File: src/rtl/gray_pkg.sv
// +--------------------------------------------------------------------------+
// | gray_pkg : shared constants and gray/binary helper functions              |
// | Rev 1.0                                                                   |
// +--------------------------------------------------------------------------+
`default_nettype none

package gray_pkg;

  localparam int GRAY_W_DEFAULT = 10;
  localparam int ERR_CNT_W      = 8;
  localparam int GRAY_MAX_W     = 32;

  typedef logic [GRAY_MAX_W-1:0] gword_t;

  // Leading zero bits do not disturb the prefix XOR, so narrower words are
  // handled by zero-extending into gword_t.
  function automatic gword_t gray2bin(input gword_t w);
    gword_t r;
    r = '0;
    for (int i = GRAY_MAX_W - 1; i >= 0; i--) begin
      r[i] = ^(w >> i);
    end
    return r;
  endfunction

  function automatic gword_t bin2gray(input gword_t w);
    return w ^ (w >> 1);
  endfunction

  function automatic logic onehot_or_zero(input gword_t w);
    return (w & (w - 1)) == '0;
  endfunction

endpackage

`default_nettype wire

File: src/rtl/dec_gray2bin_stage.sv
// +--------------------------------------------------------------------------+
// | dec_gray2bin_stage : one register slice, resolves word bits HI..LO        |
// | Rev 1.0                                                                   |
// +--------------------------------------------------------------------------+
`default_nettype none

module dec_gray2bin_stage #(
  parameter int WIDTH = 10,
  parameter int HI    = 9,
  parameter int LO    = 5
) (
  input  logic             clk,
  input  logic             rst_n,
  input  logic             in_valid,
  input  logic             ready,
  input  logic [WIDTH-1:0] in_word,
  input  logic             in_err,
  output logic             valid,
  output logic [WIDTH-1:0] word,
  output logic             err
);

  logic             valid_q, valid_d;
  logic [WIDTH-1:0] word_q, word_d;
  logic             err_q, err_d;
  logic [WIDTH-1:0] dec;

  // Word bits above HI are already binary, bits below LO are still gray.
  always_comb begin : p_dec
    logic acc;
    acc = 1'b0;
    dec = in_word;
    for (int i = WIDTH - 1; i >= 0; i--) begin
      if (i > HI) begin
        acc = in_word[i];
      end else if (i >= LO) begin
        acc    = acc ^ in_word[i];
        dec[i] = acc;
      end
    end
  end

  always_comb begin
    valid_d = valid_q;
    word_d  = word_q;
    err_d   = err_q;
    if (ready) begin
      valid_d = in_valid;
      if (in_valid) begin
        word_d = dec;
        err_d  = in_err;
      end
    end
  end

  always_ff @(posedge clk or negedge rst_n) begin
    if (!rst_n) begin
      valid_q <= 1'b0;
      word_q  <= '0;
      err_q   <= 1'b0;
    end else begin
      valid_q <= valid_d;
      word_q  <= word_d;
      err_q   <= err_d;
    end
  end

  assign valid = valid_q;
  assign word  = word_q;
  assign err   = err_q;

endmodule

`default_nettype wire

File: src/rtl/dec_gray2bin.sv
// +--------------------------------------------------------------------------+
// | dec_gray2bin : pipelined gray-to-binary decoder with step checker         |
// | Rev 1.0                                                                   |
// +--------------------------------------------------------------------------+
`default_nettype none

module dec_gray2bin
  import gray_pkg::*;
#(
  parameter int WIDTH      = GRAY_W_DEFAULT,
  parameter int STAGES     = 2,
  parameter bit CHECK_STEP = 1'b1
) (
  input  logic                 clk,
  input  logic                 rst_n,
  input  logic                 in_valid,
  output logic                 in_ready,
  input  logic [WIDTH-1:0]     gray,
  output logic                 out_valid,
  input  logic                 out_ready,
  output logic [WIDTH-1:0]     bin,
  output logic                 step_err,
  output logic [ERR_CNT_W-1:0] err_count,
  input  logic                 clr_err
);

  localparam int CHUNK = (WIDTH + STAGES - 1) / STAGES;

  logic [STAGES-1:0] vld;
  logic [STAGES:0]   rdy;
  logic [STAGES:0]   err;
  logic [WIDTH-1:0]  word [STAGES+1];
  logic              step_bad;
  logic              in_beat;
  logic              out_beat;

  always_comb begin
    rdy         = '0;
    rdy[STAGES] = out_ready;
    for (int k = STAGES - 1; k >= 0; k--) begin
      rdy[k] = ~vld[k] | rdy[k+1];
    end
  end

  assign word[0] = gray;
  assign err[0]  = step_bad;

  generate
    for (genvar k = 0; k < STAGES; k++) begin : g_stage
      localparam int HI_K = WIDTH - 1 - k * CHUNK;
      localparam int LO_K = (HI_K - CHUNK + 1 > 0) ? HI_K - CHUNK + 1 : 0;
      dec_gray2bin_stage #(
        .WIDTH (WIDTH),
        .HI    (HI_K),
        .LO    (LO_K)
      ) u_stage (
        .clk      (clk),
        .rst_n    (rst_n),
        .in_valid ((k == 0) ? in_valid : vld[(k == 0) ? 0 : k-1]),
        .ready    (rdy[k]),
        .in_word  (word[k]),
        .in_err   (err[k]),
        .valid    (vld[k]),
        .word     (word[k+1]),
        .err      (err[k+1])
      );
    end
  endgenerate

  // Ready is held low while reset is asserted even though the stages are empty.
  assign in_ready  = rst_n & rdy[0];
  assign out_valid = vld[STAGES-1];
  assign bin       = word[STAGES];
  assign step_err  = err[STAGES];
  assign in_beat   = in_valid & in_ready;
  assign out_beat  = out_valid & out_ready;

  generate
    if (CHECK_STEP) begin : g_check
      logic [WIDTH-1:0]     prev_q, prev_d;
      logic                 prev_vld_q, prev_vld_d;
      logic [ERR_CNT_W-1:0] cnt_q, cnt_d;

      assign step_bad = prev_vld_q & ~onehot_or_zero(gword_t'(gray ^ prev_q));

      always_comb begin
        prev_d     = prev_q;
        prev_vld_d = prev_vld_q;
        cnt_d      = cnt_q;
        if (in_beat) begin
          prev_d     = gray;
          prev_vld_d = 1'b1;
        end
        if (clr_err) begin
          cnt_d = '0;
        end else if (out_beat && step_err && (cnt_q != '1)) begin
          cnt_d = cnt_q + 1'b1;
        end
      end

      always_ff @(posedge clk or negedge rst_n) begin
        if (!rst_n) begin
          prev_q     <= '0;
          prev_vld_q <= 1'b0;
          cnt_q      <= '0;
        end else begin
          prev_q     <= prev_d;
          prev_vld_q <= prev_vld_d;
          cnt_q      <= cnt_d;
        end
      end

      assign err_count = cnt_q;
    end else begin : g_no_check
      assign step_bad  = 1'b0;
      assign err_count = '0;
    end
  endgenerate

endmodule

`default_nettype wire

File: config.mk
export PLATFORM = sky130hd
export DESIGN_NAME = dec_gray2bin
export DESIGN_NICKNAME = d
export VERILOG_FILES = /design/src/rtl/gray_pkg.sv /design/src/rtl/dec_gray2bin_stage.sv /design/src/rtl/dec_gray2bin.sv
export SDC_FILE = /design/constraint.sdc
export NUM_CORES = 1
export LEC_CHECK = 0
export ABC_AREA = 1
export BUFFER_PORTS_ARGS = -buffer_cell sky130_fd_sc_hd__buf_2
export CORE_MARGIN = 5
export CORE_UTILIZATION = 51
export CTS_CLUSTER_DIAMETER = 80
export DETAILED_ROUTE_END_ITERATION = 12
export PLACE_DENSITY_LB_ADDON = 0.25
export SETUP_SLACK_MARGIN = 0.4
export SLEW_MARGIN = 20
export SYNTH_ARGS = -nofsm -noshare
export SYNTH_HDL_FRONTEND = slang
export SYNTH_HIERARCHICAL = 1
export SYNTH_SLANG_ARGS = --single-unit
File: constraint.sdc
create_clock -name clk -period 4.2 [get_ports clk]
set_input_delay 0.21 -clock clk [delete_from_list [all_inputs] [get_ports clk]]
set_output_delay 0.21 -clock clk [all_outputs]
set_load 0.01 [all_outputs]
==> results of run 1 <==
==> layout make-up <==
| class | instances | area [µm²] | share of cell area |
|---|---|---|---|
| Clock buffer | 7 | 76.3 | 0.0288 |
| Clock inverter | 1 | 5.00 | 0.00189 |
| Inverter | 45 | 169 | 0.0637 |
| Multi-Input combinational cell | 225 | 1070 | 0.402 |
| Sequential cell | 43 | 1080 | 0.406 |
| Tap cell | 52 | 65.1 | 0.0246 |
| Timing Repair Buffer | 37 | 193 | 0.0727 |
==> metrics by stage <==
stage,instance area (µm²),utilization
final,2650,0.600
after global routing,2650,0.600
after CTS,2650,0.600
after detailed placement,2560,0.580
after global placement,2560,0.580
after floorplan,2350,-
==> kinds of logic after synthesis <==
family                     after synthesis  synth area share
and+or+nand+nor                        187             0.349
buffers and inverters                   50            0.0874
DFF                                     43             0.458
AOI/OAI and AO/OA                       30            0.0720
xor gates and xnor gates                 5            0.0187
muxes                                    2           0.00959
adders and majority gates                1           0.00533
==> power by group through the flow <==
stage	combinational, µW	sequential (µW)	clock (µW)
after floorplan	172	543	0
after global placement	265	529	0
after detailed placement	274	532	0
after CTS	276	525	262
after global routing	314	537	280
final	271	525	253
==> path summary, 6_finish.rpt <==
path / startpoint / end / slack (ps) / depth (start not counted)
max: rst_n / g_check.prev_q[8]$_DFFE_PN0P_ / 2150 / 7
min: gray[3] / g_stage[0].u_stage/word[3]$_DFFE_PN0P_ / 160 / 3
max reg2reg: g_stage[1].u_stage/valid$_DFFE_PN0P_ / g_check.prev_q[8]$_DFFE_PN0P_ / 2570 / 5
min reg2reg: g_check.prev_vld_q$_DFFE_PN0P_ / g_check.prev_vld_q$_DFFE_PN0P_ / 470 / 2
max in group asynchronous: rst_n / g_check.prev_q[9]$_DFFE_PN0P_ / 3300 / 3
min in group asynchronous: rst_n / err_count[5]$_DFFE_PN0P_ / 520 / 3
==> cells in the final DEF (no fill, tap or decap) <==
cell type,n
nand3_2,8
o21bai_1,1
inv_1,43
clkbuf_1,2
dlygate4sd3_1,1
dfrtp_1,43
o21a_1,1
nand3_1,22
a211oi_1,1
nor2_1,16
nand2_4,2
buf_4,1
clkbuf_8,5
o21ai_0,16
a31oi_1,5
nand2_2,5
o31ai_1,2
xor2_1,5
mux2_2,2
a21oi_1,3
nor2_2,1
nor3_2,1
o21ai_1,1
nand2_1,130
nor3_1,2
inv_2,2
ha_1,1
clkinv_2,1
buf_2,35
==> worst register-to-register path: stages, from the launching register on <==
cell	delay [ps]
dfrtp_1	410
nand3_1	160
nand2_1	100
inv_1	60
nand2_1	410
mux2_2	400
==> state kept, by name, indices dropped and copies added, names as in the netlist <==
| name | cells |
|---|---|
| g_stage.u_stage/valid | 2 |
| g_check.prev_vld_q | 1 |
| g_stage.u_stage/err | 2 |
| g_check.prev_q | 10 |
| g_stage.u_stage/word | 20 |
| err_count | 8 |
==> what timing repair did <==
item | 4_1_cts | 5_1_grt
endpoints found under the hold margin | 1 | 0
hold buffers | 1 | 0
resized for setup | 0 | 0
endpoints found under the setup margin | 0 | 0
==> metal layers <==
metal,up-vias,part of all wire,global-route usage
met1,937,0.48,0.219
met5,-,0,0
met4,0,0.0065,0.0567
met3,2,0.051,0.0509
li1,1063,-,-
met2,33,0.46,0.273
==> results.yml, run 1 <==
die:
  num_rows: 24
  die-area_mm2: 0.00606
  die_h_um: 77.8
  start_util: 0.532
  io_pins: 36
  die-width_um: 77.8
  core_area_mm2: 0.00441
cts:
  clk_latency_ps: 290
  post-cts-setup-buffers: 0
  cts_made_buffers: 5
  clk_path_buf_depth: 2
  path_clk_slew_ps: 80
  cts.root.buffer_cell: "clkbuf_8"
  h-tree-depth: 2
  tritoncts: "yes"
  clock_sinks: 43
placement:
  port_buffers: 35
  dp.cells: 401
  hpwl_mm: 3.57
  pre_cts_ws_ps: 2330
  globalplace.congestion: 0.788
critical_path:
  cp_slowest_stage_delay_ps: 510
  critPathMaxFanout: 44
  cp_top_family: "buffers and inverters"
  path_common_cell: "nand2_1"
  cp-start-kind: "input pin"
  cp_num_buf_inv: 4
  slowest_stage: "dlygate4sd3_1"
  required_ps: 4380
  worstSetupPathType: "in2reg"
  arrival_ps: 2230
  crit_path_end_kind: "flip-flop"
  crit_chain: "dlygate4sd3_1, buf_2, buf_4, nand2_1, inv_1, nand2_1, mux2_2"
cells_and_area:
  diodes: 0
  drive_above_1_share: 0.176
  filler_cell_count: 431
  area_growth_pct: 12.9
  final_cells: 410
  fin_nets: 373
yosys:
  syn_nets: 334
  syn_area_mm2: 0.00235
  synth.top_cells.by_area: "dfrtp_1, nand2_1, inv_1"
  ys_types: 26
  synth_ff_type: "dfrtp_1"
  netlist.area_leader.share: 0.458
  synth-edff-count: 0
  seq_area_frac_synth: 0.458
  async_flop_share: 1.00
  ys_warn_count: 6
  yosys-top-cells-count: "nand2_1, dfrtp_1, inv_1, nand3_1"
  synth_seq_cells: 43
  post-synth-top-count-cell: "nand2_1"
  syn_avg_cell_area_um2: 7.38
  synth_cells: 318
  yosys.area.top_type: "dfrtp_1"
power_and_ir_drop:
  power.density_mw_per_mm2: 396
  peakVddDrop_mv: 0.160
  p_int_uw: 698
  switchingPower_uw: 351
  finalPower_uw: 1050
  switching_share: 0.334
  clkPwrFrac: 0.241
  sequentialPowerShare: 0.500
  pwr-share-comb: 0.258
  total_leakage_power_uw: 0.00147
routing:
  vias: 2035
  routed_wl_mm: 4.74
  wl_per_cell_um: 11.6
  drt-initial-drc-count: 134
  avgViaCountPerCell: 4.96
  postRouteAntennaNets: 0
  drc: 0
  first_pass_iters: 5
sta:
  finalSetupTns_ps: 0
  min_period_ps: 2050
  hold_violations: 0
  tightest_slew_ps: 547
  fmax_mhz: 488
  fin_worst_skew_ps: 4.71
  finalWorstSetupSlack_ps: 2150
  slew_headroom: 0.635
  rsz0062_at_grt: "false"
  slew_violations: 0
  final.period_utilization: 0.488
  hold_ws_ps: 163
  setup_viol: 0
global_routing:
  globalRouteOverflowTotal: 0
  track_usage: 0.170
  antenna_found_initial: 0
  grt_pass1_wl_mm: 8.34
  grt_pass1_vias: 1904
  grt_start_max_net_pins: 45
flow_run:
  maxCapViolCount: 0
status:
  status: "finished clean"
worst_hold_path:
  min_path_type: "in2reg"
Power figures use the tool's default switching activity.
==> inputs of run 2 (changes only) <==
==> constraint.sdc (replaced) <==
create_clock -name clk -period 1.65 [get_ports clk]
set_input_delay 0.0825 -clock clk [delete_from_list [all_inputs] [get_ports clk]]
set_output_delay 0.0825 -clock clk [all_outputs]
set_load 0.01 [all_outputs]
==> run 2 against run 1 <==
Global-route usage rose by 1.0 points; critical path depth rose by 2; critical endpoint is now err_count[6]$_DFFE_PN0P_; via count rose by 8.9%; sequential power rose to 2.6 times the previous value; clock power rose to 2.6 times the previous value; worst setup slack got worse by 2000 ps; clock skew barely moved; register-to-register slack got worse by 2400 ps; die area did not move; cell area rose by 14%; combinational power rose to 3.2 times the previous value; utilization rose by 8.3 points.
==> results.yml, run 2 (same netlist as run 1, synthesis figures left out) <==
sta:
  slew_headroom: 0.639
  setup_viol: 0
  tightest_slew_ps: 542
  fin_worst_skew_ps: 5.08
  fmax_mhz: 673
  min_period_ps: 1490
  finalWorstSetupSlack_ps: 164
  slew_violations: 0
  hold_violations: 0
  final.period_utilization: 0.901
  finalSetupTns_ps: 0
  rsz0062_at_grt: "true"
power_and_ir_drop:
  switchingPower_uw: 1010
  peakVddDrop_mv: 0.401
  p_int_uw: 1860
  sequentialPowerShare: 0.468
  power.density_mw_per_mm2: 952
  pwr-share-comb: 0.302
  switching_share: 0.351
  total_leakage_power_uw: 0.00164
  clkPwrFrac: 0.230
worst_hold_path:
  min_path_type: "in2reg"
  hold_start: "gray[3]"
  holdPathEnd: "g_stage[0].u_stage/word[3]$_DFFE_PN0P_"
  hold_depth: 3
cts:
  tritoncts: "yes"
  h-tree-depth: 2
  path_clk_slew_ps: 90
  clk_path_buf_depth: 2
  cts.root.buffer_cell: "clkbuf_8"
  clock_sinks: 43
  clk_latency_ps: 300
  cts_made_buffers: 5
global_routing:
  antenna_found_initial: 0
  grt_pass1_vias: 1931
  track_usage: 0.180
  globalRouteOverflowTotal: 0
  grt_pass1_wl_mm: 8.80
  grt_start_max_net_pins: 44
placement:
  placed_area_mm2: 0.00261
  pre_cts_ws_ps: 111
  port_buffers: 35
  hpwl_mm: 3.44
  globalplace.congestion: 0.786
critical_path:
  worstSetupPathType: "reg2reg"
  rrSetupSlack_ps: 160
  required_ps: 1880
  r2r-start: "err_count[1]$_DFFE_PN0P_"
  cp-start-kind: "flip-flop"
  crit_path_end_kind: "flip-flop"
  critPathMaxFanout: 5
  arrival_ps: 1720
  r2r_end: "err_count[6]$_DFFE_PN0P_"
  reg2regPathDepth: 9
cells_and_area:
  area_growth_pct: 28.5
  largest_reg_flops: 20
  layout_commonest_cell: "nand2_1"
  fin_nets: 397
  design_area_mm2: 0.00302
  drive_above_1_share: 0.346
  diodes: 0
  layout_common_cells: "nand2_1, dfrtp_1, inv_1, buf_2, buf_4"
routing:
  wl_per_cell_um: 12.7
  drt-initial-drc-count: 115
  vias: 2217
  postRouteAntennaNets: 0
  first_pass_iters: 4
  drc: 0
  avgViaCountPerCell: 5.11
  routed_wl_mm: 5.52
die:
  start_util: 0.532
  io_pins: 36
  core_area_mm2: 0.00441
  die_h_um: 77.8
  die-area_mm2: 0.00606
  die-width_um: 77.8
  num_rows: 24
status:
  status: "finished clean"
flow_run:
  maxCapViolCount: 0
==> run 2: cell types whose count changed in the layout (fill, tap and decap cells not counted), moves of 8 or more <==
cell and delta:
o21ai_0 -8, nand2_1 -18, nand2_2 +12, inv_1 -8
buf_4 +20
==> run 2: per-stage QoR <==
stage	utilization	power, µW	hold WS, ps	instances
finish	0.683	2870	28.5	434
global placement	0.591	2040	262	404
CTS	0.633	2750	20.3	422
global route	0.683	3090	26.6	434
detailed placement	0.591	2070	255	404
floorplan	-	1830	-213	318
==> run 2: area by class of cell <==
type / instances / area, µm²
Fill cell: 358 / 1400
Multi-Input combinational cell: 226 / 1240
Sequential cell: 43 / 1080
Timing Repair Buffer: 59 / 365
Inverter: 45 / 173
Clock buffer: 5 / 68.8
Tap cell: 52 / 65.1
Clock inverter: 3 / 15.0
Timing Repair inverter: 1 / 7.51
==> run 2: what timing repair did <==
item                                   4_1_cts  5_1_grt
buffers inserted                             8       11
resized for setup                            5       51
setup endpoints to repair                   16       26
hold buffers                                 1        0
pin swaps                                    6       25
endpoints found under the hold margin       43        0
cloned                                       1        1
==> run 2: worst max-delay path: stages, from the launching register on <==
cell and delay [ps]:
dfrtp_1 370, ha_2 220, nand2_4 70, nor3_4 180
nand3_4 150, nand2_4 140, nor2_2 70, nand2_1 80
nand2_1 60, a21oi_2 90
==> run 2: how the worst max path moves through the flow <==
stage | start | to | slack, ps | cells past startpoint
final | err_count[1]$_DFFE_PN0P_ | err_count[6]$_DFFE_PN0P_ | 160 | 9
after global routing | g_check.prev_q[3]$_DFFE_PN0P_ | g_stage[0].u_stage/err$_DFFE_PN0P_ | 60 | 12
after CTS | err_count[1]$_DFFE_PN0P_ | err_count[4]$_DFFE_PN0P_ | 180 | 8
after detailed placement | err_count[0]$_DFFE_PN0P_ | err_count[2]$_DFFE_PN0P_ | 110 | 7
after global placement | err_count[0]$_DFFE_PN0P_ | err_count[2]$_DFFE_PN0P_ | 210 | 7
after floorplan | err_count[0]$_DFFE_PN0P_ | err_count[4]$_DFFE_PN0P_ | 220 | 8
==> run 2: routing by layer <==
| layer | part of all wire | vias up | global-route usage |
|---|---|---|---|
| met2 | 0.50 | 51 | 0.297 |
| met4 | 0.013 | 0 | 0.0567 |
| met5 | 0 | - | 0 |
| met3 | 0.045 | 6 | 0.0486 |
| li1 | - | 1114 | - |
| met1 | 0.44 | 1046 | 0.230 |
==> run 2: power groups by stage <==
stage | Clock (µW) | Sequential, µW | Combinational [µW]
6_report | 660 | 1340 | 867
5_1_grt | 741 | 1370 | 979
4_1_cts | 681 | 1330 | 741
3_5_place_dp | 0 | 1350 | 712
3_3_place_gp | 0 | 1350 | 699
2_1_floorplan | 0 | 1380 | 450
==> inputs of run 3 (changes only) <==
--- a/config.mk
+++ b/config.mk
@@ -12,6 +12,7 @@
 export CTS_CLUSTER_DIAMETER = 80
 export DETAILED_ROUTE_END_ITERATION = 12
 export PLACE_DENSITY_LB_ADDON = 0.25
+export RECOVER_POWER = 25
 export SETUP_SLACK_MARGIN = 0.4
 export SLEW_MARGIN = 20
 export SYNTH_ARGS = -nofsm -noshare
==> run 3 against run 2 <==
Sequential power about the same; global-route usage is the same; wire length hardly changed; clock power hardly changed; clock skew unchanged; sequential cell count unchanged; via count unchanged; combinational power about the same; cell area is essentially flat; first-iteration DRC count unchanged; non-clock buffer count unchanged; highest routed layer unchanged.
==> results.yml, run 3 (same netlist as run 1, synthesis figures left out) <==
status:
  status: "finished clean"
placement:
  globalplace.congestion: 0.786
  dp.cells: 404
  port_buffers: 35
  hpwl_mm: 3.44
global_routing:
  grt_pass1_vias: 1931
  busiest_layer: "met2"
  use_met1: 0.230
  globalRouteOverflowTotal: 0
  use_met2: 0.297
  grt_start_max_net_pins: 44
  track_usage: 0.180
  grt_pass1_wl_mm: 8.80
  met3_usage: 0.0486
  antenna_found_initial: 0
routing:
  routed_wl_mm: 5.52
  drc: 0
  wl_per_cell_um: 12.7
  vias: 2217
  drt-initial-drc-count: 115
  avgViaCountPerCell: 5.11
  first_pass_iters: 4
  postRouteAntennaNets: 0
cts:
  cts.root.buffer_cell: "clkbuf_8"
  clk_latency_ps: 300
  tritoncts: "yes"
  clk_path_buf_depth: 2
  cts_made_buffers: 5
  path_clk_slew_ps: 90
  clock_sinks: 43
  h-tree-depth: 2
worst_hold_path:
  holdPathEnd: "g_stage[0].u_stage/word[3]$_DFFE_PN0P_"
  min_path_type: "in2reg"
  hold_start: "gray[3]"
  hold_depth: 3
critical_path:
  critPathMaxFanout: 5
  reg2regPathDepth: 9
  rrSetupSlack_ps: 160
  crit_path_end_kind: "flip-flop"
  required_ps: 1880
  arrival_ps: 1720
  r2r_end: "err_count[6]$_DFFE_PN0P_"
  worstSetupPathType: "reg2reg"
  r2r-start: "err_count[1]$_DFFE_PN0P_"
  cp-start-kind: "flip-flop"
cells_and_area:
  drive_above_1_share: 0.343
  fin_nets: 397
  largest_reg_flops: 20
  layout_commonest_cell: "nand2_1"
  area_growth_pct: 28.4
  diodes: 0
  layout_common_cells: "nand2_1, dfrtp_1, inv_1"
  final_cells: 434
die:
  io_pins: 36
  core_area_mm2: 0.00441
  die-area_mm2: 0.00606
  die-width_um: 77.8
  num_rows: 24
  start_util: 0.532
  die_h_um: 77.8
sta:
  finalSetupTns_ps: 0
  fmax_mhz: 673
  min_period_ps: 1490
  tightest_slew_ps: 542
  fin_worst_skew_ps: 5.08
  setup_viol: 0
  slew_violations: 0
  slew_headroom: 0.639
  rsz0062_at_grt: "true"
  final.period_utilization: 0.901
  hold_violations: 0
power_and_ir_drop:
  power.density_mw_per_mm2: 952
  peakVddDrop_mv: 0.401
  total_leakage_power_uw: 0.00164
flow_run:
  maxCapViolCount: 0
## run 3: cell count changes in the layout (fill, tap and decap cells not counted), sizes merged
cell	previous run	this run
buf	58	57
clkbuf	5	6
## run 3: worst max-delay path by stage
stage,startpoint,to,slack (ps),cells after the start
after floorplan,err_count[0]$_DFFE_PN0P_,err_count[4]$_DFFE_PN0P_,220,8
after CTS,err_count[1]$_DFFE_PN0P_,err_count[4]$_DFFE_PN0P_,180,8
after global placement,err_count[0]$_DFFE_PN0P_,err_count[2]$_DFFE_PN0P_,210,7
final,err_count[1]$_DFFE_PN0P_,err_count[6]$_DFFE_PN0P_,160,9
after detailed placement,err_count[0]$_DFFE_PN0P_,err_count[2]$_DFFE_PN0P_,110,7
after global routing,g_check.prev_q[3]$_DFFE_PN0P_,g_stage[0].u_stage/err$_DFFE_PN0P_,60,12
## run 3: per-layer routing
| layer | wire length (µm) | up-vias |
|---|---|---|
| met5 | 0 | - |
| met4 | 74 | 0 |
| met3 | 251 | 6 |
| met2 | 2770 | 51 |
| met1 | 2430 | 1046 |
| li1 | - | 1114 |
## run 3: power breakdown
part / switching (µW) / total [µW] / internal [µW]
Combinational: 515 / 867 / 352
Clock: 370 / 660 / 290
Sequential: 122 / 1340 / 1220
## run 3: stage by stage
stage	total power (µW)	worst slack (ps)	hold WS (ps)	util	area, µm²
floorplan	1830	216	-213	-	2370
global placement	2040	209	262	0.591	2610
detailed placement	2070	111	255	0.591	2610
CTS	2750	178	20.3	0.633	2790
global route	3090	55.7	26.6	0.683	3010
finish	2870	164	28.5	0.683	3010
## run 3: what timing repair did
| item | 4_1_cts | 5_1_grt |
|---|---|---|
| hold endpoints to repair | 43 | 0 |
| cloned | 1 | 1 |
| pin swaps | 6 | 25 |
| resized for setup | 5 | 51 |
| setup buffers | 8 | 11 |
| hold buffers | 1 | 0 |
| endpoints found under the setup margin | 16 | 26 |
## run 3: critical path, stage by stage, from the launching register on
cell and delay, ps:
dfrtp_1 370, ha_2 220, nand2_4 70, nor3_4 180, nand3_4 150, nand2_4 140
nor2_2 70, nand2_1 80, nand2_1 60, a21oi_2 90
## run 3: cell type report
cell class,instances,area (µm²)
clock buffer,5,68.8
sequential,43,1080
timing repair inverter,1,7.51
clock inverter,3,15.0
multi-input combinational,226,1240
timing repair buffer,59,364
inverter,45,173
fill,358,1400
tap,52,65.1
